==> config.mk <==
export PLATFORM = sky130hd
export DESIGN_NAME = tape_filter
export DESIGN_NICKNAME = d
export VERILOG_FILES = /design/src/rtl/tape_filter.sv
export SDC_FILE = /design/constraint.sdc
export NUM_CORES = 1
export LEC_CHECK = 0
export BUFFER_PORTS_ARGS = -buffer_cell sky130_fd_sc_hd__buf_2
export CORE_ASPECT_RATIO = 0.6
export CORE_MARGIN = 4
export CORE_UTILIZATION = 37
export CTS_CLUSTER_DIAMETER = 150
export DETAILED_ROUTE_END_ITERATION = 6
export RECOVER_POWER = 100
export SLEW_MARGIN = 10
export SYNTH_ARGS = -nofsm -noshare
export SYNTH_HDL_FRONTEND = slang
export SYNTH_SLANG_ARGS = --single-unit
==> constraint.sdc <==
create_clock -name clk28 -period 3 [get_ports clk28]
set_input_delay 0.15 -clock clk28 [delete_from_list [all_inputs] [get_ports clk28]]
set_output_delay 0.15 -clock clk28 [all_outputs]
set_load 0.02 [all_outputs]
==> src/rtl/tape_filter.sv <==
// tape_filter: conditions the raw tape comparator input for the ports block,
// the mixer echo and the turbo logic.
//   clk28        in   28 MHz system clock
//   rst_n        in   synchronous active-low reset
//   ck35         in   one-cycle 3.5 MHz strobe qualifying all state updates
//   tape_in      in   raw asynchronous comparator input
//   tape_clean   out  debounced tape level
//   tape_edge    out  one-cycle pulse on every tape_clean transition
//   half_period  out  last measured half-period in ck35 ticks (saturates at 4095)
//   period_valid out  one-cycle pulse when half_period is updated
//   pilot        out  loader pilot tone locked
//   active       out  tape signal present
module tape_filter #(
   parameter int FILT_MAX       = 7,
   parameter int PILOT_MIN      = 1850,
   parameter int PILOT_MAX      = 2500,
   parameter int PILOT_COUNT    = 256,
   parameter int ACTIVE_TIMEOUT = 1_750_000
) (
   input  logic        clk28,
   input  logic        rst_n,
   input  logic        ck35,
   input  logic        tape_in,
   output logic        tape_clean,
   output logic        tape_edge,
   output logic [11:0] half_period,
   output logic        period_valid,
   output logic        pilot,
   output logic        active
);

   localparam logic [3:0]  FMAX = 4'(FILT_MAX);
   localparam logic [11:0] PMIN = 12'(PILOT_MIN);
   localparam logic [11:0] PMAX = 12'(PILOT_MAX);
   localparam logic [9:0]  PCNT = 10'(PILOT_COUNT);
   localparam logic [20:0] TMO  = 21'(ACTIVE_TIMEOUT);

   typedef enum logic [1:0] {IDLE, COUNT, LOCKED} state_t;

   logic        tin_m, tin_s;
   logic [3:0]  fcnt, fcnt_n;
   logic        clean_n, edge_c, timeout_c;
   logic [11:0] pcnt;
   logic [20:0] icnt;
   logic        armed;
   logic        in_range;
   logic [9:0]  run, run_n;
   state_t      state, state_n;

   function automatic logic [11:0] sat_inc12(input logic [11:0] v);
      return (v == 12'hFFF) ? v : v + 12'd1;
   endfunction

   // Synchroniser: free-running on clk28, no reset needed on a pure delay line.
   always_ff @(posedge clk28) begin
      tin_m <= tape_in;
      tin_s <= tin_m;
   end

   // Integrator, hysteresis and edge/timeout detection for the current tick.
   always_comb begin
      fcnt_n = fcnt;
      if (tin_s && (fcnt < FMAX))
         fcnt_n = fcnt + 4'd1;
      else if (!tin_s && (fcnt != 4'd0))
         fcnt_n = fcnt - 4'd1;

      clean_n = tape_clean;
      if (fcnt_n == FMAX)
         clean_n = 1'b1;
      else if (fcnt_n == 4'd0)
         clean_n = 1'b0;

      edge_c = ck35 && (clean_n != tape_clean);
      // An edge on the timeout tick clears icnt instead of timing out.
      timeout_c = ck35 && !edge_c && (icnt == TMO - 21'd1);
   end

   // Measurement stage: period/idle counters and the armed flag.
   always_ff @(posedge clk28) begin
      if (!rst_n) begin
         fcnt         <= 4'd0;
         tape_clean   <= 1'b0;
         tape_edge    <= 1'b0;
         pcnt         <= 12'd0;
         icnt         <= 21'd0;
         armed        <= 1'b1;
         half_period  <= 12'd0;
         period_valid <= 1'b0;
      end else begin
         tape_edge    <= edge_c;
         period_valid <= 1'b0;
         if (ck35) begin
            fcnt       <= fcnt_n;
            tape_clean <= clean_n;
            if (edge_c) begin
               pcnt <= 12'd0;
               icnt <= 21'd0;
               // The first edge after arming only starts the measurement.
               if (armed) begin
                  armed <= 1'b0;
               end else begin
                  half_period  <= sat_inc12(pcnt);
                  period_valid <= 1'b1;
               end
            end else begin
               pcnt <= sat_inc12(pcnt);
               if (icnt != TMO)
                  icnt <= icnt + 21'd1;
               if (timeout_c)
                  armed <= 1'b1;
            end
         end
      end
   end

   // Pilot FSM: advances on each period_valid using the freshly stored period.
   always_comb begin
      state_n  = state;
      run_n    = run;
      in_range = (half_period >= PMIN) && (half_period <= PMAX);
      if (timeout_c) begin
         state_n = IDLE;
         run_n   = 10'd0;
      end else if (period_valid) begin
         case (state)
            IDLE: begin
               if (in_range) begin
                  state_n = COUNT;
                  run_n   = 10'd1;
               end
            end
            COUNT: begin
               if (in_range) begin
                  run_n = run + 10'd1;
                  if (run + 10'd1 == PCNT)
                     state_n = LOCKED;
               end else begin
                  state_n = IDLE;
                  run_n   = 10'd0;
               end
            end
            LOCKED: begin
               if (!in_range) begin
                  state_n = IDLE;
                  run_n   = 10'd0;
               end
            end
            default: begin
               state_n = IDLE;
               run_n   = 10'd0;
            end
         endcase
      end
   end

   always_ff @(posedge clk28) begin
      if (!rst_n) begin
         state  <= IDLE;
         run    <= 10'd0;
         pilot  <= 1'b0;
         active <= 1'b0;
      end else begin
         state <= state_n;
         run   <= run_n;
         pilot <= (state_n == LOCKED);
         if (timeout_c)
            active <= 1'b0;
         else if (period_valid)
            active <= 1'b1;
      end
   end

endmodule

# Word level (Yosys, flattened, before mapping)
# Cells that the tools add are included.
word_totals:
  ff_bits: 69
  output_inout_bits: 17
  mem_bits_rw: 0
  memories: 0
  latchBits: 0
  wordCells: 76
  mem_bits_ro: 0
classes:
  shifts: 0
  n_reduce_logical: 19
  n_div: 0
  n_eq_ne: 11
  add_sub_neg: 5
  bitwise: 2
  n_lt_le_gt_ge: 3
  n_mul: 0
  muxes: 22
ops:
  columns: ["operator", "count"]
  rows:
  - ["$mux 21", 2]
  - ["$mux 10", 3]
  - ["$pmux 10 s3", 1]
  - ["$mux 12", 2]
  - ["$add 21x1->21 const B", 1]
  - ["$eq 21x21->1 const B", 1]
  - ["$ne 21x21->1 const B", 1]
  - ["$add 12x1->12 const B", 1]
  - ["$eq 12x12->1 const B", 1]
  - ["$ge 12x11->1 const B", 1]
  - ["$le 12x12->1 const B", 1]
  - ["$mux 2", 6]
  - ["$add 10x1->10 const B", 1]
  - ["$eq 10x9->1 const B", 1]
  - ["$reduce_and 3->1", 3]
  - ["$mux 4", 2]
  - ["$logic_and 1x1->1", 6]
  - ["$pmux 2 s3", 1]
  - ["$mux 1", 5]
  - ["$add 4x1->4 const B", 1]
  - ["$eq 2x2->1 const B", 2]
  - ["$eq 4x3->1 const B", 1]
  - ["$logic_not 4->1", 1]
  - ["$lt 4x3->1 const B", 1]
  - ["other kinds (11)", 16]

# Longest topological paths before layout
logic_depth:
  depth_word: 14
  depth_mapped: 9

# Least setup slack after synthesis
# OpenSTA, ideal clock, no wires.
synth_timing:
  path_kind: "register -> register"
  start: "register fcnt[0]"
  end: "register half_period[2]"
  setup_time_ns: 0.096
  setup_slack_ns: 0.406
  stages_incl_launch_ff: 8
  t_arrival_ns: 2.498
  required_ns: 2.904
  cell_sequence: "dfxtp_1 inv_1 ha_1 or4_1 a311o_1 a211o_1 buf_6 o41ai_2"
synth_via:
  elab_chain_cells: 10
  word_cells_on_any_way: 15
synth_lines:
  columns: ["item", "line_no", "text"]
  rows:
  - ["start, declared", "41", "logic [3:0] fcnt, fcnt_n;"]
  - ["start signal, assigned", "94", "fcnt <= fcnt_n;"]
  - ["parallel branches: the longest is 3 deep, another holds $sub 4x1->4", null, null]
  - ["$mux 4 (*)", "63", "if (tin_s && (fcnt < FMAX))"]
  - ["$logic_not 4->1", "71", "else if (fcnt_n == 4'd0)"]
  - ["$mux 1", "71", null]
  - ["$mux 1 (*)", "69", "if (fcnt_n == FMAX)"]
  - ["$ne 1x1->1 (*)", "74", "edge_c = ck35 && (clean_n != tape_clean);"]
  - ["$logic_and 1x1->1 (*)", "74", null]
  - ["$reduce_and 3->1 (no line) (*)", null, null]
  - ["end signal, assigned", "103", "half_period <= sat_inc12(pcnt);"]
  - ["end, declared", "26", "output logic [11:0] half_period,"]
# Every way passes the cells marked *.
# A chain may end at the register's enable or synchronous reset.

# Worst setup path after layout
layout_timing:
  start: "register fcnt[0]"
  end: "register run[0]"
layout_via:
  elab_chain_cells: 13
  word_cells_on_any_way: 18
layout_lines:
  columns: ["item", "line_no", "text"]
  rows:
  - ["parallel branches: the longest is 3 deep, another holds $sub 4x1->4", null, null]
  - ["$mux 4 (*)", "63", null]
  - ["$logic_not 4->1", "71", null]
  - ["$mux 1", "71", null]
  - ["$mux 1 (*)", "69", null]
  - ["$ne 1x1->1 (*)", "74", null]
  - ["$logic_and 1x1->1 (*)", "74", null]
  - ["$logic_not 1->1 (*)", "76", "timeout_c = ck35 && !edge_c && (icnt == TMO - 21'd1);"]
  - ["$logic_and 1x1->1 (*) (2 in a row)", "76", null]
  - ["$reduce_or 2->1 (no line) (*)", null, null]
  - ["end signal, assigned", "165", "run <= run_n;"]
  - ["end, declared", "47", "logic [9:0] run, run_n;"]
# Marks and branches as above.

==> impl_metrics.env <==
export IMPL_outcome="complete, no violations"
export IMPL_yosys_area_top_type="sky130_fd_sc_hd__dfxtp_1"
export IMPL_period_needed_ps=2769
export IMPL_hpwl_mm=7.330
export IMPL_die_h_um=87.20
export IMPL_list_of_most_frequent_post_synthesis_cells="sky130_fd_sc_hd__dfxtp_1 (69), sky130_fd_sc_hd__nand2_1 (53), sky130_fd_sc_hd__nor2_1 (53)"
export IMPL_coreArea_mm2=0.01002
export IMPL_overall_die_area_mm2=0.01221
export IMPL_cp_num_buf_inv=2
export IMPL_placed_cell_area_mm2=0.004099
export IMPL_synthAdderAreaFrac=0.01941
export IMPL_cts_tree="built"
export IMPL_wire_length_of_the_first_global_routing_pass_mm=17.51
export IMPL_synth_simple_gate_area_share=0.3051
export IMPL_clk_insertion_delay_late_ps=330
export IMPL_timing_final_ws_setup_ps=231.2
export IMPL_post_dr_vias_cell=5.840
export IMPL_number_of_setup_buffers_added_after_cts=0
export IMPL_startpoint_type="flip-flop"
export IMPL_yosys_area_top_type_share=0.3572
export IMPL_gr_total_overflow=0
export IMPL_critPathArrivalTime_ps=3010
export IMPL_post_route_clock_period_utilization=0.9229
export IMPL_num_vias=3761
export IMPL_wl_per_cell_um=15.94
export IMPL_p_leak_nw=1.416
export IMPL_path_cells="inv_1 > ha_1 > or3b_1 > a221oi_1 > o311ai_2 > a21boi_1 > o41ai_4 > buf_4 > a311oi_1"
export IMPL_grt_antenna_before_repair=0
export IMPL_worst_hold_slack_ps=203.9
export IMPL_finalSetupTns_ps=0
export IMPL_timing_critical_path_fanout_max=15
export IMPL_worst_pin_slew_ps=853.5
export IMPL_ctsHtreeMaxLevel=3
export IMPL_powerDensity_mw_per_mm2=495.6
export IMPL_num_fill_cells=1018
export IMPL_synth_ff_latch_count=69
export IMPL_initial_utilization=0.3860
export IMPL_yosysSeqAreaShare=0.3572
export IMPL_proportion_of_layout_cells_with_a_drive_suffix_above_1=0.07662
export IMPL_synth_compound_gate_area_share=0.2155
export IMPL_number_of_clock_sinks=69
export IMPL_syn_area_per_cell_um2=7.958
export IMPL_synthMostInstantiatedCell="sky130_fd_sc_hd__dfxtp_1"
export IMPL_asyncSetResetFlopFracSynth=0
export IMPL_total_nets_final=515
export IMPL_gp_congestion=0.8887
export IMPL_clkSlewWorstSetupHoldPaths_ps=60
export IMPL_drcViolationCount=0
export IMPL_multi_input_area_mm2=0.002297
export IMPL_detail_route_antenna_nets=0
export IMPL_num_antenna_cells=0
export IMPL_endpoint_kind="flip-flop"
export IMPL_pin_count_of_the_biggest_net_entering_global_routing=29
export IMPL_syn_nets=496
export IMPL_grt_usage=0.1763
export IMPL_clockBufferDepth=2
export IMPL_clock_skew_ps=7.050
export IMPL_first_global_vias=3458
export IMPL_sequential_cell_area_mm2=0.001381
export IMPL_cts_made_buffers=9
export IMPL_mappedNetlistArea_mm2=0.003867
export IMPL_hp_class="input port to flip-flop"
export IMPL_buffer_ports_inserted=20
export IMPL_post_route_cell_area_mm2=0.004347
export IMPL_finalWirelength_mm=10.27
export IMPL_vdd_ir_drop_worst_mv=0.2840
export IMPL_yosys_mux_area_fraction=0.008412
export IMPL_cts_resized_gates=0
export IMPL_synth_warnings=0
export IMPL_dr_first_iter_drc_count=413
export IMPL_worstPathRequired_ps=3240
export IMPL_crit_path_top_delay_cell="sky130_fd_sc_hd__a221oi_1"
export IMPL_syn_instance_count=486
export IMPL_cpPeakStageDelay_ps=480
export IMPL_fmaxAchievable_ghz=0.3612
export IMPL_finalHoldViolations=0
export IMPL_yosys_most_used_dff="sky130_fd_sc_hd__dfxtp_1"
export IMPL_area_growth_syn_to_layout_pct=12.39
export IMPL_count_of_boundary_i_o_pins=21
export IMPL_worst_rel_slew_slack=0.4266
export IMPL_reported_max_cap_violation_count=0
export IMPL_report_final_slew_viol_count=0
export IMPL_critPathTopFamily="compound AO/OA/AOI/OAI gates"
export IMPL_setup_violating_endpoint_count_in_the_final_report=0
export IMPL_die_width_um=140.0
export IMPL_rsz0062_at_grt="no"
export IMPL_synth_xor_area_frac=0.04982
export IMPL_clock_tree_root_cell="sky130_fd_sc_hd__clkbuf_16"
export IMPL_synth_enable_flop_cells=0
export IMPL_detail_route_first_pass_iterations=5
export IMPL_synth_distinct_cells=69
export IMPL_preCtsSetupSlack_ps=311.0
export IMPL_synth_top_family_by_area="simple AND/OR/NAND/NOR gates"
export IMPL_synthTopCellsByArea="sky130_fd_sc_hd__dfxtp_1 (36%), sky130_fd_sc_hd__nand3_1 (6.1%), sky130_fd_sc_hd__nand2_1 (5.1%), sky130_fd_sc_hd__nor2_1 (5.1%), sky130_fd_sc_hd__a21oi_1 (3.9%)"
export IMPL_critPathKind="flip-flop to flip-flop"
export IMPL_placement_rows=28
## layout by cell type (no fill, tap or decap), types with 3 or more instances in the layout
master                       n
sky130_fd_sc_hd__ha_1        6
sky130_fd_sc_hd__nand2_1    53
sky130_fd_sc_hd__nand3b_1    7
sky130_fd_sc_hd__o41ai_1     4
sky130_fd_sc_hd__dfxtp_1    69
sky130_fd_sc_hd__nand4_1    13
sky130_fd_sc_hd__xnor2_1     9
sky130_fd_sc_hd__a311oi_1    7
sky130_fd_sc_hd__a21o_1      3
sky130_fd_sc_hd__clkbuf_1   20
sky130_fd_sc_hd__o21ai_0    18
sky130_fd_sc_hd__a21oi_1    30
sky130_fd_sc_hd__clkbuf_8    3
sky130_fd_sc_hd__nor2_1     53
sky130_fd_sc_hd__a211oi_1   11
sky130_fd_sc_hd__nand4b_1    5
sky130_fd_sc_hd__inv_1      15
sky130_fd_sc_hd__nor3_1     17
sky130_fd_sc_hd__a22oi_1     3
sky130_fd_sc_hd__o2111ai_1   4
sky130_fd_sc_hd__clkbuf_16   9
sky130_fd_sc_hd__and2_1      3
sky130_fd_sc_hd__buf_4       9
sky130_fd_sc_hd__nor4_1      3
sky130_fd_sc_hd__nand2b_1    4
sky130_fd_sc_hd__a31oi_1     7
sky130_fd_sc_hd__and3_1      5
sky130_fd_sc_hd__or4_1       4
sky130_fd_sc_hd__nand3_1    47
sky130_fd_sc_hd__a32oi_1     3
sky130_fd_sc_hd__buf_2       3
sky130_fd_sc_hd__xor2_1     13
## routing by layer
| layer | global-route usage | wire (um) | vias to the layer above |
|---|---|---|---|
| met4 | 0.05189 | 123 | 0 |
| met2 | 0.2399 | 3840 | 156 |
| met5 | 0 | 0 | - |
| li1 | - | - | 1835 |
| met1 | 0.2701 | 5543 | 1757 |
| met3 | 0.04388 | 762 | 13 |
## final cells by class
| cell class | instances | area share |
|---|---|---|
| clock buffer | 14 | 0.06304 |
| inverter | 16 | 0.01382 |
| multi-input combinational | 378 | 0.5285 |
| tap | 135 | 0.03886 |
| timing repair buffer | 31 | 0.03685 |
| clock inverter | 1 | 0.001151 |
| sequential | 69 | 0.3178 |
## final timing paths
path | slack (ps) | start | end | cells past startpoint
worst max-delay path | 230 | fcnt[0] | run[0] | 9
worst min-delay path | 200 | ck35 | fcnt[2] | 2
worst max register to register | 230 | fcnt[0] | run[0] | 9
worst min register to register | 370 | tin_m | tin_s | 0
## per-stage QoR
step	power, mW	cells	util
after global placement	1.170	628	0.4091
final	2.154	644	0.4338
after CTS	2.176	644	0.4379
after detailed placement	1.172	628	0.4091
after global routing	2.248	644	0.4338
after floorplan	1.118	486	-
## power by group
group,leakage (nW),internal [mW],switching [mW]
Sequential,0.558,0.932,0.0200
Clock,0.139,0.622,0.376
Combinational,0.719,0.0741,0.131
## worst register-to-register path: stages, from the launching register on
cell and delay, ps:
sky130_fd_sc_hd__dfxtp_1 300, sky130_fd_sc_hd__inv_1 110, sky130_fd_sc_hd__ha_1 250, sky130_fd_sc_hd__or3b_1 430
sky130_fd_sc_hd__a221oi_1 480, sky130_fd_sc_hd__o311ai_2 240, sky130_fd_sc_hd__a21boi_1 330, sky130_fd_sc_hd__o41ai_4 120
sky130_fd_sc_hd__buf_4 220, sky130_fd_sc_hd__a311oi_1 210
## cell families after synthesis
| kind of cell | count (synthesis) |
|---|---|
| adder cells (fa/ha/maj) | 6 |
| AO/OA/AOI/OAI | 114 |
| multiplexers | 3 |
| flip-flops | 69 |
| AND/OR/NAND/NOR | 233 |
| XOR/XNOR | 22 |
| buffers and inverters | 39 |
## sequential cells by signal (all words and copies together), names as in the netlist
signal,flops
icnt,21
tin_s,1
fcnt,4
tin_m,1
run,10
pilot,1
pcnt,12
tape_clean,1
active,1
tape_edge,1
period_valid,1
armed,1
half_period,12
state,2
## timing repair
action | 4_1_cts | 5_1_grt
hold endpoints to repair | 1 | 0
endpoints found under the setup margin | 0 | 0
hold buffers | 1 | 0
(Power assumes the default switching activity.)
